### src/rtl/gpu_text_scanout_if.sv
// rtl/gpu_text_scanout_if.sv - control, framebuffer read port and character stream bundle
interface gpu_text_scanout_if #(
    parameter int ADDR_W = 11,
    parameter int COL_W  = 7,
    parameter int ROW_W  = 5
);
    logic              frame_start;
    logic [ADDR_W-1:0] base_addr;
    logic              busy;
    logic [ADDR_W-1:0] fb_addr;
    logic [63:0]       fb_data;
    logic [15:0]       char_data;
    logic [COL_W-1:0]  char_col;
    logic [ROW_W-1:0]  char_row;
    logic              char_last;
    logic              char_valid;
    logic              char_ready;

    modport master (
        input  frame_start, base_addr, fb_data, char_ready,
        output busy, fb_addr, char_data, char_col, char_row, char_last, char_valid
    );

    modport slave (
        output frame_start, base_addr, fb_data, char_ready,
        input  busy, fb_addr, char_data, char_col, char_row, char_last, char_valid
    );
endinterface

### src/rtl/gpu_text_scanout.sv
// rtl/gpu_text_scanout.sv - text framebuffer scanout into a one-cell-per-clock character stream
module gpu_text_scanout #(
    parameter int COLUMNS                = 80,
    parameter int ROWS                   = 30,
    parameter int framebufferSize        = 1200,
    parameter int framebufferSizeAddress = 11
) (
    input  logic               clock,
    input  logic               reset_n,
    gpu_text_scanout_if.master bus
);
    localparam int A     = framebufferSizeAddress;
    localparam int WORDS = COLUMNS * ROWS / 4;
    localparam int IDX_W = $clog2(WORDS + 1);
    localparam int COL_W = $clog2(COLUMNS);
    localparam int ROW_W = $clog2(ROWS);

    localparam logic [1:0] S_IDLE   = 2'd0;
    localparam logic [1:0] S_FILL   = 2'd1;
    localparam logic [1:0] S_STREAM = 2'd2;

    logic [1:0]       r_state;
    logic [A-1:0]     r_base;
    logic [IDX_W-1:0] r_word_idx;
    logic [A-1:0]     r_fb_addr;
    logic [63:0]      r_shift;
    logic [1:0]       r_lane;
    logic [63:0]      r_pf_data;
    logic             r_pf_full;
    logic             r_pending;
    logic [COL_W-1:0] r_col;
    logic [ROW_W-1:0] r_row;
    logic             r_valid;
    logic             r_last;
    logic             r_busy;

    logic [A:0]       w_sum;
    logic [A:0]       w_wrapped;
    logic [A-1:0]     w_fetch_addr;
    logic             w_words_left;
    logic             w_accept;
    logic             w_lane_end;
    logic             w_pf_move;
    logic             w_issue;
    logic [COL_W-1:0] w_next_col;
    logic [ROW_W-1:0] w_next_row;
    logic             w_next_last;
    logic [15:0]      w_char_data;

    assign w_sum        = {1'b0, r_base} + {{(A + 1 - IDX_W){1'b0}}, r_word_idx};
    assign w_wrapped    = (w_sum >= (A + 1)'(framebufferSize)) ? w_sum - (A + 1)'(framebufferSize) : w_sum;
    assign w_fetch_addr = w_wrapped[A-1:0];
    assign w_words_left = r_word_idx < IDX_W'(WORDS);

    assign w_accept   = r_valid && bus.char_ready;
    assign w_lane_end = (r_lane == 2'd3);

    // The slot drains either on a lane-3 handoff or when recovering from an underrun.
    assign w_pf_move = (r_state == S_STREAM) && r_pf_full &&
                       ((w_accept && w_lane_end && !r_last) || !r_valid);

    // A single outstanding fetch: only refill a slot that is empty and not already awaiting data.
    assign w_issue = w_words_left &&
                     ((r_state == S_FILL) ||
                      ((r_state == S_STREAM) && ((!r_pf_full && !r_pending) || w_pf_move)));

    assign w_next_col  = (r_col == COL_W'(COLUMNS - 1)) ? '0 : r_col + COL_W'(1);
    assign w_next_row  = (r_col == COL_W'(COLUMNS - 1)) ? r_row + ROW_W'(1) : r_row;
    assign w_next_last = (w_next_col == COL_W'(COLUMNS - 1)) && (w_next_row == ROW_W'(ROWS - 1));

    always_comb begin
        w_char_data = r_shift[15:0];
        case (r_lane)
            2'd0:    w_char_data = r_shift[15:0];
            2'd1:    w_char_data = r_shift[31:16];
            2'd2:    w_char_data = r_shift[47:32];
            default: w_char_data = r_shift[63:48];
        endcase
    end

    always_ff @(posedge clock or negedge reset_n) begin
        if (!reset_n) begin
            r_state    <= S_IDLE;
            r_base     <= '0;
            r_word_idx <= '0;
            r_fb_addr  <= '0;
            r_shift    <= '0;
            r_lane     <= '0;
            r_pf_data  <= '0;
            r_pf_full  <= 1'b0;
            r_pending  <= 1'b0;
            r_col      <= '0;
            r_row      <= '0;
            r_valid    <= 1'b0;
            r_last     <= 1'b0;
            r_busy     <= 1'b0;
        end else begin
            r_pending <= w_issue;
            if (w_issue) begin
                r_fb_addr  <= w_fetch_addr;
                r_word_idx <= r_word_idx + IDX_W'(1);
            end

            if (r_pending && (r_state == S_STREAM)) begin
                r_pf_data <= bus.fb_data;
                r_pf_full <= 1'b1;
            end else if (w_pf_move) begin
                r_pf_full <= 1'b0;
            end

            case (r_state)
                S_IDLE: begin
                    r_valid   <= 1'b0;
                    r_pf_full <= 1'b0;
                    if (bus.frame_start) begin
                        r_base     <= bus.base_addr;
                        r_fb_addr  <= bus.base_addr;
                        r_word_idx <= IDX_W'(1);
                        r_busy     <= 1'b1;
                        r_state    <= S_FILL;
                    end
                end
                S_FILL: begin
                    r_shift <= bus.fb_data;
                    r_lane  <= 2'd0;
                    r_col   <= '0;
                    r_row   <= '0;
                    r_last  <= 1'b0;
                    r_valid <= 1'b1;
                    r_state <= S_STREAM;
                end
                S_STREAM: begin
                    if (w_accept) begin
                        if (r_last) begin
                            r_valid <= 1'b0;
                            r_last  <= 1'b0;
                            r_busy  <= 1'b0;
                            r_state <= S_IDLE;
                        end else begin
                            r_col  <= w_next_col;
                            r_row  <= w_next_row;
                            r_last <= w_next_last;
                            r_lane <= r_lane + 2'd1;
                            if (w_lane_end) begin
                                if (r_pf_full) begin
                                    r_shift <= r_pf_data;
                                end else begin
                                    r_valid <= 1'b0;
                                end
                            end
                        end
                    end else if (!r_valid && r_pf_full) begin
                        r_shift <= r_pf_data;
                        r_valid <= 1'b1;
                    end
                end
                default: r_state <= S_IDLE;
            endcase
        end
    end

    assign bus.fb_addr    = r_fb_addr;
    assign bus.char_data  = w_char_data;
    assign bus.char_col   = r_col;
    assign bus.char_row   = r_row;
    assign bus.char_last  = r_last;
    assign bus.char_valid = r_valid;
    assign bus.busy       = r_busy;
endmodule

### src/flat_wrapper.sv
// flat-port wrapper written by rule: the top's interface ports become plain ports
module gpu_text_scanout_flat 
#(
    parameter int COLUMNS                = 80,
    parameter int ROWS                   = 30,
    parameter int framebufferSize        = 1200,
    parameter int framebufferSizeAddress = 11
)
  (clock, reset_n, bus_frame_start, bus_base_addr, bus_fb_data, bus_char_ready, bus_busy, bus_fb_addr, bus_char_data, bus_char_col, bus_char_row, bus_char_last, bus_char_valid);
  gpu_text_scanout_if #(.ADDR_W(11), .COL_W(7), .ROW_W(5)) bus_i ();
  input  logic clock;
  input  logic reset_n;
  input wire logic [$bits(bus_i.frame_start)-1:0] bus_frame_start;
  input wire logic [$bits(bus_i.base_addr)-1:0] bus_base_addr;
  input wire logic [$bits(bus_i.fb_data)-1:0] bus_fb_data;
  input wire logic [$bits(bus_i.char_ready)-1:0] bus_char_ready;
  output wire logic [$bits(bus_i.busy)-1:0] bus_busy;
  output wire logic [$bits(bus_i.fb_addr)-1:0] bus_fb_addr;
  output wire logic [$bits(bus_i.char_data)-1:0] bus_char_data;
  output wire logic [$bits(bus_i.char_col)-1:0] bus_char_col;
  output wire logic [$bits(bus_i.char_row)-1:0] bus_char_row;
  output wire logic [$bits(bus_i.char_last)-1:0] bus_char_last;
  output wire logic [$bits(bus_i.char_valid)-1:0] bus_char_valid;
  assign bus_i.frame_start = bus_frame_start;
  assign bus_i.base_addr = bus_base_addr;
  assign bus_i.fb_data = bus_fb_data;
  assign bus_i.char_ready = bus_char_ready;
  assign bus_busy = bus_i.busy;
  assign bus_fb_addr = bus_i.fb_addr;
  assign bus_char_data = bus_i.char_data;
  assign bus_char_col = bus_i.char_col;
  assign bus_char_row = bus_i.char_row;
  assign bus_char_last = bus_i.char_last;
  assign bus_char_valid = bus_i.char_valid;
  gpu_text_scanout #(.COLUMNS(COLUMNS), .ROWS(ROWS), .framebufferSize(framebufferSize), .framebufferSizeAddress(framebufferSizeAddress)) u_core (.clock(clock), .reset_n(reset_n), .bus(bus_i));
endmodule
### config.mk
export PLATFORM = sky130hd
export DESIGN_NAME = gpu_text_scanout_flat
export DESIGN_NICKNAME = d
export VERILOG_FILES = /design/src/rtl/gpu_text_scanout_if.sv /design/src/rtl/gpu_text_scanout.sv /design/src/flat_wrapper.sv
export SDC_FILE = /design/constraint.sdc
export NUM_CORES = 1
export LEC_CHECK = 0
export CAP_MARGIN = 20
export CORE_MARGIN = 3
export CORE_UTILIZATION = 50
export CTS_CLUSTER_DIAMETER = 40
export DETAILED_ROUTE_END_ITERATION = 12
export GPL_ROUTABILITY_DRIVEN = 0
export PLACE_DENSITY = 0.81
export SYNTH_ARGS = -nofsm -noshare
export SYNTH_HDL_FRONTEND = slang
export SYNTH_SLANG_ARGS = --single-unit
export TNS_END_PERCENT = 50
### constraint.sdc
create_clock -name clock -period 3.2 [get_ports clock]
set_clock_uncertainty 0.1 [all_clocks]
set_input_delay 0.64 -clock clock [delete_from_list [all_inputs] [get_ports clock]]
set_output_delay 0.64 -clock clock [all_outputs]
set_load 0.01 [all_outputs]
==> results of run 1 <==
[synthesized netlist by cell type (all sizes together), types with 6 or more instances]
cell type,count,share of area
a211oi,6,0.0063
a21oi,27,0.016
a222oi,16,0.018
buf,6,0.0034
clkbuf,42,0.018
dfrtp,181,0.50
ha,23,0.031
inv,33,0.014
mux2,64,0.079
mux2i,87,0.095
nand2,141,0.058
nand3,9,0.0049
nor2,26,0.011
nor3,9,0.0049
o21ai,110,0.061
xnor2,8,0.0085
xor2,11,0.013
[flip-flops by register name, summed over array words and instances (netlist names), 2 cells and up]
name and cells:
u_core.r_pf_data 64, u_core.r_shift 64, u_core.bus.fb_addr 11, u_core.r_base 11
u_core.r_word_idx 10, u_core.bus.char_col 7, u_core.bus.char_row 5, u_core.r_lane 2
u_core.r_state 2
[worst reg2reg max path, delay by kind of cell, from the launching register on]
kind                     cells  cell delay, ps
AO/OA/AOI/OAI                6            1080
XOR/XNOR                     1             260
adder cells (fa/ha/maj)      3             860
buffers and inverters        1              50
flip-flops                   1             360
AND/OR/NAND/NOR              4             360
[layout make-up]
type / count / share of cell area
Sequential cell: 181 / 0.399
Multi-Input combinational cell: 606 / 0.385
Timing Repair Buffer: 147 / 0.128
Clock buffer: 18 / 0.0377
Tap cell: 225 / 0.0248
Clock inverter: 14 / 0.0147
Inverter: 33 / 0.0109
Antenna cell: 1 / 0.000220
[cells by family after synthesis]
family	share of synthesized area
AO/OA/AOI/OAI	0.137
XOR/XNOR	0.0219
adder cells (fa/ha/maj)	0.0337
buffers and inverters	0.0353
flip-flops	0.495
multiplexers	0.174
AND/OR/NAND/NOR	0.103
[power breakdown]
group          total [mW]  switching [mW]  internal [mW]
Clock                2.14           0.963           1.18
Sequential           3.95           0.608           3.34
Combinational        4.99            2.68           2.31
Total                11.1            4.25           6.83
[how the worst min path moves through the flow]
stage | startpoint | endpoint | slack (ps) | cells after the start
CTS | reset_n | u_core.r_shift[21] | 100 | 1
finish | reset_n | u_core.r_shift[31] | 80 | 1
detailed placement | u_core.r_shift[58] | u_core.r_shift[58] | 370 | 2
floorplan | reset_n | u_core.bus.busy | 240 | 0
global route | reset_n | u_core.r_shift[26] | 120 | 1
global placement | u_core.r_shift[58] | u_core.r_shift[58] | 360 | 2
[per-layer routing]
layer / track usage / wire [um]
met1: 0.307 / 9850
met2: 0.341 / 10200
met3: 0.0427 / 1090
met4: 0.0673 / 423
met5: 0 / 0
[stage by stage]
step / total power, mW / hold slack (ps) / TNS, ps / setup WS (ps) / cell area [sq um]
floorplan: 7.04 / 244 / 0 / 70.2 / 9140
global placement: 8.63 / 362 / 0 / 113 / 10700
detailed placement: 8.84 / 370 / -37.8 / -37.8 / 10700
CTS: 11.0 / 103 / -64.0 / -64.0 / 11300
global route: 11.8 / 115 / -154 / -153 / 11400
finish: 11.1 / 84.3 / 0 / 79.1 / 11400
[repair_timing]
action / in CTS / in global routing
hold buffers: 0 / 0
buffers inserted: 0 / 2
pin swaps: 0 / 6
resized for setup: 3 / 17
endpoints found under the setup margin: 16 / 13
==> flow_summary.ini, run 1 <==
[clock_network]
cts.sinks = 181
root_buffer = clkbuf_16
numCtsBuffers = 17
htreeDepth = 4
worstSkewPairLatency_ps = 430
clk_pin_slew_worst_paths_ps = 70
cts_max_path_buffers = 2
cts_tree = done

[timing]
min_period_over_period = 0.975
worst_pin_slew_ps = 789
rsz0062_at_grt = yes
period_needed_ps = 3120
slew_headroom = 0.470
slew_violations = 0
setup_viol = 0
max_freq_mhz = 320
hold_viol = 0

[route]
ant_nets = 0
vias_per_cell = 5.61
vias = 6872
drc_errors = 0
drt-wirelength-per-cell_um = 17.6
first_pass_iters = 6
routed_wl_um = 21600
initialDrtViolationCount = 498

[layout]
final_cell_mix = dfrtp_1, nand2_1, clkdlybuf4s50_1
finalNetCount = 1089
final_common_cell = dfrtp_1
drive_above_1_share = 0.157
fill_cells = 1407
multi_input_area_sq_um = 4380
syn2layout_area_growth_pct = 24.4
final_core_util = 0.646
finalNonFillerCells = 1225
register_area_sq_um = 4530

[min_path]
hold_class = in2async

[yosys]
ys.flop_type = dfrtp_1
yosysSeqAreaShare = 0.495
syn_area_per_cell_sq_um = 10.5
syn_nets = 971
synthCells = 868
synth_cell_type_count = 64
async_flop_share = 1.00
ys_ff_latch = 181
yosys_warnings = 0
synth_enable_flop_cells = 0
synthesis.area_sq_um = 9140

[setup_path]
cp.required_ps = 3470
startpoint_type = flip-flop
critical_path.max_fanout = 3
r2r_slack_ps = 80
critPathKind = reg2reg
crit_family = compound AO/OA/AOI/OAI gates
reg2reg_depth = 15
regToRegStartpoint = u_core.r_base[0]
crit_start = u_core.r_base[0]
worstReg2RegEnd = u_core.bus.fb_addr[8]
worst-path-stages = 15
endpoint_kind = flip-flop
crit_path_frequent_cell = ha_2
crit_chain = ha_2 > inv_2 > fa_2 > nor2b_4 > o21a_1 > nor2_1 > xnor2_1 > ha_2 > nand2_2 > nor4_4 > a31o_1 > o22ai_1 > a2111o_1 > a31oi_1 > a21o_1
crit_path_max_incr_delay_ps = 420
worst_path_max_delay_cell = a2111o_1
critPathArrivalTime_ps = 3390
critPathBufInv = 1
cp-endpoint = u_core.bus.fb_addr[8]

[floorplanning]
core_area_sq_um = 17600
die_area_sq_um = 19900
initial_core_util = 0.520
fp.dieH_um = 141
io_pins = 121
std_cell_rows = 48
die_width_um = 141

[power]
ir_drop_v = 0.000583
pwr_density_cell_nw_per_um2 = 974
power_leakage_nw = 4.88

[global_routing]
grt_pass1_vias = 6698
antenna_found_initial = 1
grt_max_degree = 76
grt_pass1_wl_um = 34200
track_usage = 0.217
grt-ovfl-total = 0

[flow_run]
max_cap_violations = 0

[place]
dpl.hpwl_um = 15700
placedCellCount = 1190
portBuffers = 120

[run_status]
status = completed
(Power assumes the default switching activity.)
==> run 2, diff against run 1 <==
--- a/config.mk
+++ b/config.mk
@@ -5,12 +5,13 @@
 export SDC_FILE = /design/constraint.sdc
 export NUM_CORES = 1
 export LEC_CHECK = 0
-export CAP_MARGIN = 20
+export CORE_ASPECT_RATIO = 1.5
 export CORE_MARGIN = 3
 export CORE_UTILIZATION = 50
 export CTS_CLUSTER_DIAMETER = 40
 export DETAILED_ROUTE_END_ITERATION = 12
 export GPL_ROUTABILITY_DRIVEN = 0
+export MAX_ROUTING_LAYER = met4
 export PLACE_DENSITY = 0.81
 export SYNTH_ARGS = -nofsm -noshare
 export SYNTH_HDL_FRONTEND = slang
==> run 2 against run 1 <==
Compared with the run above:
- global-route usage is 1.1 points higher
- flip-flop and latch count stayed put
- worst hold slack worse by 47 ps
- register-to-register slack worse by 20 ps
- critical path type is now reg2out
- largest power group unchanged
==> flow_summary.ini, run 2 (same netlist as run 1, synthesis figures left out) <==
[power]
pwr_density_cell_nw_per_um2 = 959
power_leakage_nw = 4.86
p_int_mw = 6.72
combPwrFrac = 0.447
power_frac_seq = 0.365
p_switching_mw = 4.13
pwr-share-clk = 0.188
switching_share = 0.381
ir_drop_v = 0.000720
power_mw = 10.8

[clock_network]
cts_max_path_buffers = 2
htreeDepth = 4
numCtsBuffers = 17
cts_tree = done
cts_hold_buf = 0
worstSkewPairLatency_ps = 430
clk_pin_slew_worst_paths_ps = 70
cts.sinks = 181
root_buffer = clkbuf_16

[timing]
slew_headroom = 0.618
rsz0062_at_grt = yes
hold_viol = 0
period_needed_ps = 3150
worst_pin_slew_ps = 572
min_period_over_period = 0.984
fin_setup_tns_ps = 0
max_freq_mhz = 317
setup_ws_ps = 49.8
slew_violations = 0
setup_viol = 0

[route]
initialDrtViolationCount = 445
vias_per_cell = 5.64
drt-wirelength-per-cell_um = 17.8
drc_errors = 0
routed_wl_um = 21500
first_pass_iters = 6
vias = 6827
ant_nets = 0

[setup_path]
cp.required_ps = 2460
regToRegStartpoint = u_core.r_base[0]
critPathArrivalTime_ps = 2410
worstReg2RegEnd = u_core.bus.fb_addr[8]
r2r_slack_ps = 60
critPathKind = reg2out
cp-endpoint = bus_char_data[10]
endpoint_kind = output port
crit_start = u_core.r_lane[0]
startpoint_type = flip-flop
critical_path.max_fanout = 16
reg2reg_depth = 15

[layout]
finalNetCount = 1087
fill_cells = 1363
final_cell_mix = dfrtp_1, nand2_1, clkdlybuf4s50_1
finalNonFillerCells = 1210
drive_above_1_share = 0.153
diodes = 0
fin_area_sq_um = 11300
top_regs = u_core.r_pf_data (64), u_core.r_shift (64)
syn2layout_area_growth_pct = 23.7
final_common_cell = dfrtp_1

[floorplanning]
die_width_um = 116
initial_core_util = 0.518
io_pins = 121
core_area_sq_um = 17600
std_cell_rows = 59
die_area_sq_um = 20000
fp.dieH_um = 172

[global_routing]
grt-ovfl-total = 0
grt_max_degree = 72
track_usage = 0.228
grt_pass1_wl_um = 34700
antenna_found_initial = 0
grt_pass1_vias = 6858

[place]
dp_slack_ps = -43.8
dpl.hpwl_um = 15400
portBuffers = 120
placedCellCount = 1176
dpl-instance-area_sq_um = 10700

[run_status]
status = completed

[min_path]
hold_class = in2async

[flow_run]
max_cap_violations = 0
[run 2: cell types whose count changed in the layout (fill, tap and decap cells not counted), sizes merged]
cell	previous run	this run
clkbuf	18	20
buf	28	26
bufinv	2	1
clkinvlp	3	2
diode	1	0
dlymetal6s2s	4	3
inv	39	35
clkinv	3	7
clkdlybuf4s50	115	116
[run 2: final cells by class]
type                       count  area, sq um  share of cell area
clock buffer                  20          457              0.0404
tap                          213          267              0.0236
multi-input combinational    606         4360               0.386
inverter                      33          124              0.0110
sequential                   181         4530               0.401
timing repair buffer         145         1450               0.128
clock inverter                12          123              0.0108
[run 2: through the flow]
step	hold WS [ps]	util
2_1_floorplan	244	-
3_3_place_gp	361	0.604
3_5_place_dp	370	0.604
4_1_cts	52.6	0.637
5_1_grt	54.5	0.641
6_report	37.0	0.641
[run 2: worst min path at each step]
stage                             startpoint  slack [ps]  cells past startpoint                     to
after floorplan                      reset_n         240                      0        u_core.bus.busy
after global placement    u_core.r_shift[62]         360                      2     u_core.r_shift[62]
after detailed placement  u_core.r_shift[61]         370                      2     u_core.r_shift[61]
after CTS                            reset_n          50                      1       u_core.r_base[2]
after global routing                 reset_n          50                      1  u_core.bus.fb_addr[2]
final                                reset_n          40                      1       u_core.r_base[2]
[run 2: what timing repair did]
| item | CTS | global route |
|---|---|---|
| setup endpoints to repair | 15 | 11 |
| resized for setup | 4 | 10 |
| buffers inserted | 0 | 2 |
| pin swaps | 0 | 7 |
[run 2: per-layer routing]
metal / part of all wire / track usage / wire, um / up-vias
met3: 0.039 / 0.0401 / 849 / 31
met4: 0.023 / 0.0717 / 493 / 0
li1: - / - / - / 3301
met2: 0.51 / 0.377 / 10900 / 175
met1: 0.43 / 0.286 / 9260 / 3320
met5: 0 / - / 0 / -
[run 2: critical path, cell delays in order, from the launching register on]
cell and delay, ps:
dfrtp_1 390, inv_1 100, ha_2 300, a222oi_1 500, mux2i_1 140, clkdlybuf4s50_1 550
[run 2: power groups by stage]
stage	sequential, mW	clock (mW)	combinational (mW)
after floorplan	3.81	0	3.23
after global placement	3.92	0	4.65
after detailed placement	3.97	0	4.77
after CTS	3.93	2.07	4.83
after global routing	4.06	2.17	5.40
final	3.95	2.04	4.85
==> variant 1: new RTL, flow settings as in run 1 <==
`framebufferSize` is set to 1200 in 2 places; all go to 600.
--- a/src/rtl/gpu_text_scanout.sv
+++ b/src/rtl/gpu_text_scanout.sv
@@ -4,3 +4,3 @@
     parameter int ROWS                   = 30,
-    parameter int framebufferSize        = 1200,
+    parameter int framebufferSize        = 600,
     parameter int framebufferSizeAddress = 11
--- a/src/flat_wrapper.sv
+++ b/src/flat_wrapper.sv
@@ -5,3 +5,3 @@
     parameter int ROWS                   = 30,
-    parameter int framebufferSize        = 1200,
+    parameter int framebufferSize        = 600,
     parameter int framebufferSizeAddress = 11
Check against the original RTL: not equivalent (Yosys sat finds a counterexample within 4 cycles, from zero or initial values and one cycle with reset_n low).
==> variant 1 against run 1 <==
Sequential cell count stayed put. Setup slack worse by 0.0043 ns. Sequential share of layout area is 0.27 points higher. Die area is 0.37% higher. Critical path depth is 9 lower. Routed wire length is 4.2% higher. Area after synthesis is 0.38% higher. Clock power is 2% lower. Cell area is 0.70% lower. Total power is 3.3% lower. Critical path type is now flop to primary output. Critical endpoint is now bus_char_data[11]. Highest routed layer unchanged.
==> variant 1: results (changes against run 1) <==
The multiplexer share of the synthesized area is 0.173 (was 0.174). The routed length on met3 came to 1.54 mm (was 1.09 mm). The first-pass GRT wire length came out at 36.6 mm (was 34.2 mm). The power share of the combinational group is 0.432 (was 0.450). The post-synthesis instance area came out at 9180 µm² (was 9140 µm²). The fraction of final layout cells sized beyond drive strength 1 was 0.138 (was 0.157). The critical path's largest stage delay came out at 0.51 ns (was 0.42 ns).

The met3 usage came out at 0.0458 (was 0.0427). The total vias in the final route came to 7163 (was 6872). The global-route met2 utilization is 0.361 (was 0.341). The kind of cell adding the most delay to the critical path is buffers and inverters (was compound AO/OA/AOI/OAI gates). The number of resized instances in the post-cts repair step came out at 5 (was 3). The internal power consumption is 6.51 mW (was 6.83 mW).

The sequential element share of the synthesized area is 0.494 (was 0.495). The placed cell count is 1198 (was 1190). The met2 layer wire length in the routed design came to 10.4 mm (was 10.2 mm).

The maximum fanout along the worst path came out at 16 (was 3). The initial antenna violation count is 0 (was 1). The number of nets in the synthesized netlist is 984 (was 971).

The post-placement worst setup slack came out at 0.0661 ns (was -0.0378 ns). Outcome: complete, no violations (unchanged). The maximum ir drop on the vdd rail is 0.641 mV (was 0.583 mV). The data arrival time of the critical path is 2.39 ns (was 3.39 ns). The slew at the pin closest to its max-slew limit came out at 0.775 ns (was 0.789 ns). The pin count of the biggest net entering global routing came out at 129 (was 76). The all-layer global routing usage came out at 0.229 (was 0.217).

The initial DRC count came to 746 (was 498). The routed length per placed instance came out at 18.2 µm (was 17.6 µm). The area share of xor/xnor cells in the synthesized design came out at 0.0143 (was 0.0219).

The met1 track utilization from global routing is 0.330 (was 0.307). The cell with the largest stage delay on the worst path is clkdlybuf4s50_1 (was a2111o_1). The detailed-placement wirelength estimate came out at 15.7 mm (about the same).

The synthesized-area fraction occupied by ao, oa, aoi and oai cells was 0.137 (about the same). The fraction of the mapped netlist area in adder cells is 0.0335 (was 0.0337). The total power came out at 10.7 mW (was 11.1 mW). The count of different cell masters after synthesis came out at 63 (was 64). The instance count of the mapped netlist is 881 (was 868). Most numerous cell types in the synthesized netlist: dfrtp_1 (181), nand2_1 (144), o21ai_0 (101), mux2i_1 (87), mux2_2 (64) (was dfrtp_1 (181), nand2_1 (141), o21ai_0 (105), mux2i_1 (87), mux2_2 (64)). The cell area after layout came to 11300 µm² (was 11400 µm²). The count of nets after finishing is 1096 (was 1089).
-- variant 1: layout make-up --
type / count / share of cell area
flip-flops and latches: 181 / 0.401
multi-input cells: 620 / 0.388
repair buffers: 138 / 0.123
clock buffers: 17 / 0.0377
well taps: 225 / 0.0249
clock inverters: 15 / 0.0142
inverters: 35 / 0.0116
-- variant 1: final timing paths --
path / from / to / slack (ns) / cells past startpoint
worst min register to register: u_core.r_base[0] / u_core.r_base[0] / 0.38 / 2
worst max register to register: u_core.r_word_idx[0] / u_core.bus.fb_addr[10] / 0.14 / 11
worst max-delay path: u_core.r_lane[0] / bus_char_data[11] / 0.07 / 6
max in group asynchronous: reset_n / u_core.r_word_idx[0] / 1.96 / 2
worst min-delay path: reset_n / u_core.bus.char_col[5] / 0.12 / 1
min in group clock: u_core.r_base[0] / u_core.r_base[0] / 0.38 / 2
==> variant 2: new RTL, config.mk and constraints of run 1 <==
Made on the original files. Reset style: synchronous (`reset_n`), changed in one clocked block.
--- a/src/rtl/gpu_text_scanout.sv
+++ b/src/rtl/gpu_text_scanout.sv
@@ -80,3 +80,3 @@
 
-    always_ff @(posedge clock or negedge reset_n) begin
+    always_ff @(posedge clock) begin
         if (!reset_n) begin
Check against the original RTL: differs if reset_n is asserted again (counterexample within 4 cycles, from zero or initial values and one cycle with reset_n low); with reset_n held inactive, the same outputs for 4 cycles.
==> variant 2 against run 1 <==
Core utilization shrank 0.71 points. Global-route usage grew 1.2 points. Routed wire length grew 8.7%. Fmax is essentially flat. Synthesized cell count grew 21%. Setup slack lost 0.0017 ns. Sequential cell count is the same. Cell area shrank 1.4%. Non-clock buffer count shrank 8. Area after synthesis shrank 0.37%.
Power is not compared: it rests on default switching activity, and its combinational part moved more than twofold at a synthesized area within 25%.
==> variant 2: results (changes against run 1) <==
The worst-case headroom to the max-slew limit came out at 0.488 (was 0.470). The fraction of synthesis flops using an asynchronous set or reset pin is 0 (was 1.00). The data arrival time of the critical path is 2.38 ns (was 3.39 ns).

The kind of cell adding the most delay to the critical path is buffers and inverters (was compound AO/OA/AOI/OAI gates). The maximum fanout along the worst path is 16 (was 3). The cell with the largest stage delay on the worst path is a222oi_1 (was a2111o_1).

The area share of xor/xnor cells in the synthesized design is 0.0183 (was 0.0219). The routed length per placed instance is 17.1 µm (was 17.6 µm). The path category of the worst min-delay check is flop to flop (was input port to async pin).

The average instance area after synthesis is 8.69 µm² (was 10.5 µm²). The pin count of the biggest net entering global routing came out at 83 (was 76). The standard cell area after detailed placement came to 10500 µm² (was 10700 µm²). The sequential element share of the synthesized area is 0.398 (was 0.495). Outcome: complete, no violations (unchanged).

Largest cells by area after synthesis: dfxtp_1 (40%), nand2_1 (11%), mux2i_1 (9.1%) (was dfrtp_1 (50%), mux2i_1 (9.5%), mux2_2 (7.9%)). The initial antenna violation count is 0 (was 1). The number of iterations in the first detailed-routing pass came out at 7 (was 6). The worst setup path startpoint is u_core.r_lane[0] (was u_core.r_base[0]). The worst hold slack came out at 0.363 ns (was 0.0843 ns). The minimum setup slack among reg-to-reg paths is 0.19 ns (was 0.08 ns). The critical path's largest stage delay is 0.50 ns (was 0.42 ns). The number of global-route vias before repair was 7415 (was 6698). The detailed-placement wirelength estimate is 15.9 mm (was 15.7 mm). The fraction of final layout cells sized beyond drive strength 1 is 0.0759 (was 0.157). The post-placement worst setup slack is 0.0448 ns (was -0.0378 ns). The initial DRC count is 695 (was 498). The synthesized-area fraction occupied by ao, oa, aoi and oai cells is 0.233 (was 0.137).

The first-pass GRT wire length is 37.1 mm (was 34.2 mm). Most numerous cell types in the synthesized netlist: nand2_1 (265), dfxtp_1 (181), a21boi_0 (85), mux2i_1 (83), o211a_1 (65) (was dfrtp_1 (181), nand2_1 (141), o21ai_0 (105), mux2i_1 (87), mux2_2 (64)).
==> variant 2: changes by cell type in the layout (fill, tap and decap cells not counted), moves of 5 or more <==
cell	run 1	this run
and3_1	1	7
nand3_1	9	20
nor2_1	23	16
o211a_1	1	65
a21boi_0	0	85
dfxtp_1	0	180
o21ai_0	105	20
buf_4	24	16
nand2_1	138	264
and2_1	2	10
dfrtp_1	179	0
or3_1	2	7
mux2_2	64	0
==> variant 2: how the worst max path moves through the flow <==
stage | to | slack [ns] | cells past startpoint
final | bus_char_data[1] | 0.08 | 5
after global routing | bus_char_data[5] | -0.006 | 5
after CTS | u_core.bus.fb_addr[6] | 0.03 | 15
after detailed placement | u_core.bus.fb_addr[6] | 0.04 | 15
after global placement | u_core.bus.fb_addr[7] | 0.16 | 14
after floorplan | u_core.bus.fb_addr[6] | 0.20 | 15
==> variant 2: metal layers <==
metal,track usage,part of all wire,up-vias
li1,-,-,3858
met1,0.314,0.45,3805
met2,0.367,0.47,247
met3,0.0410,0.051,48
met4,0.0785,0.024,0
met5,0,0,-
==> variant 2: worst reg2reg max path, cell delays in order (launching register included) <==
cell	delay (ns)
dfxtp_2	0.39
ha_4	0.16
inv_1	0.06
fa_2	0.35
nor2b_2	0.14
o21a_1	0.12
nor2_1	0.04
xnor2_1	0.22
ha_2	0.24
nor2_1	0.04
nand4b_1	0.11
o2111ai_2	0.17
nand4_2	0.13
nand2_2	0.10
or4b_1	0.48
nand3_1	0.09
==> variant 2: cell type report <==
class                   instances  area (µm²)  share of cell area
flip-flops and latches        181        3620               0.323
well taps                     225         282              0.0251
repair buffers                139        1380               0.123
clock buffers                  18         439              0.0392
inverters                      33         124              0.0111
multi-input cells             762        5110               0.456
clock inverters                14         243              0.0217
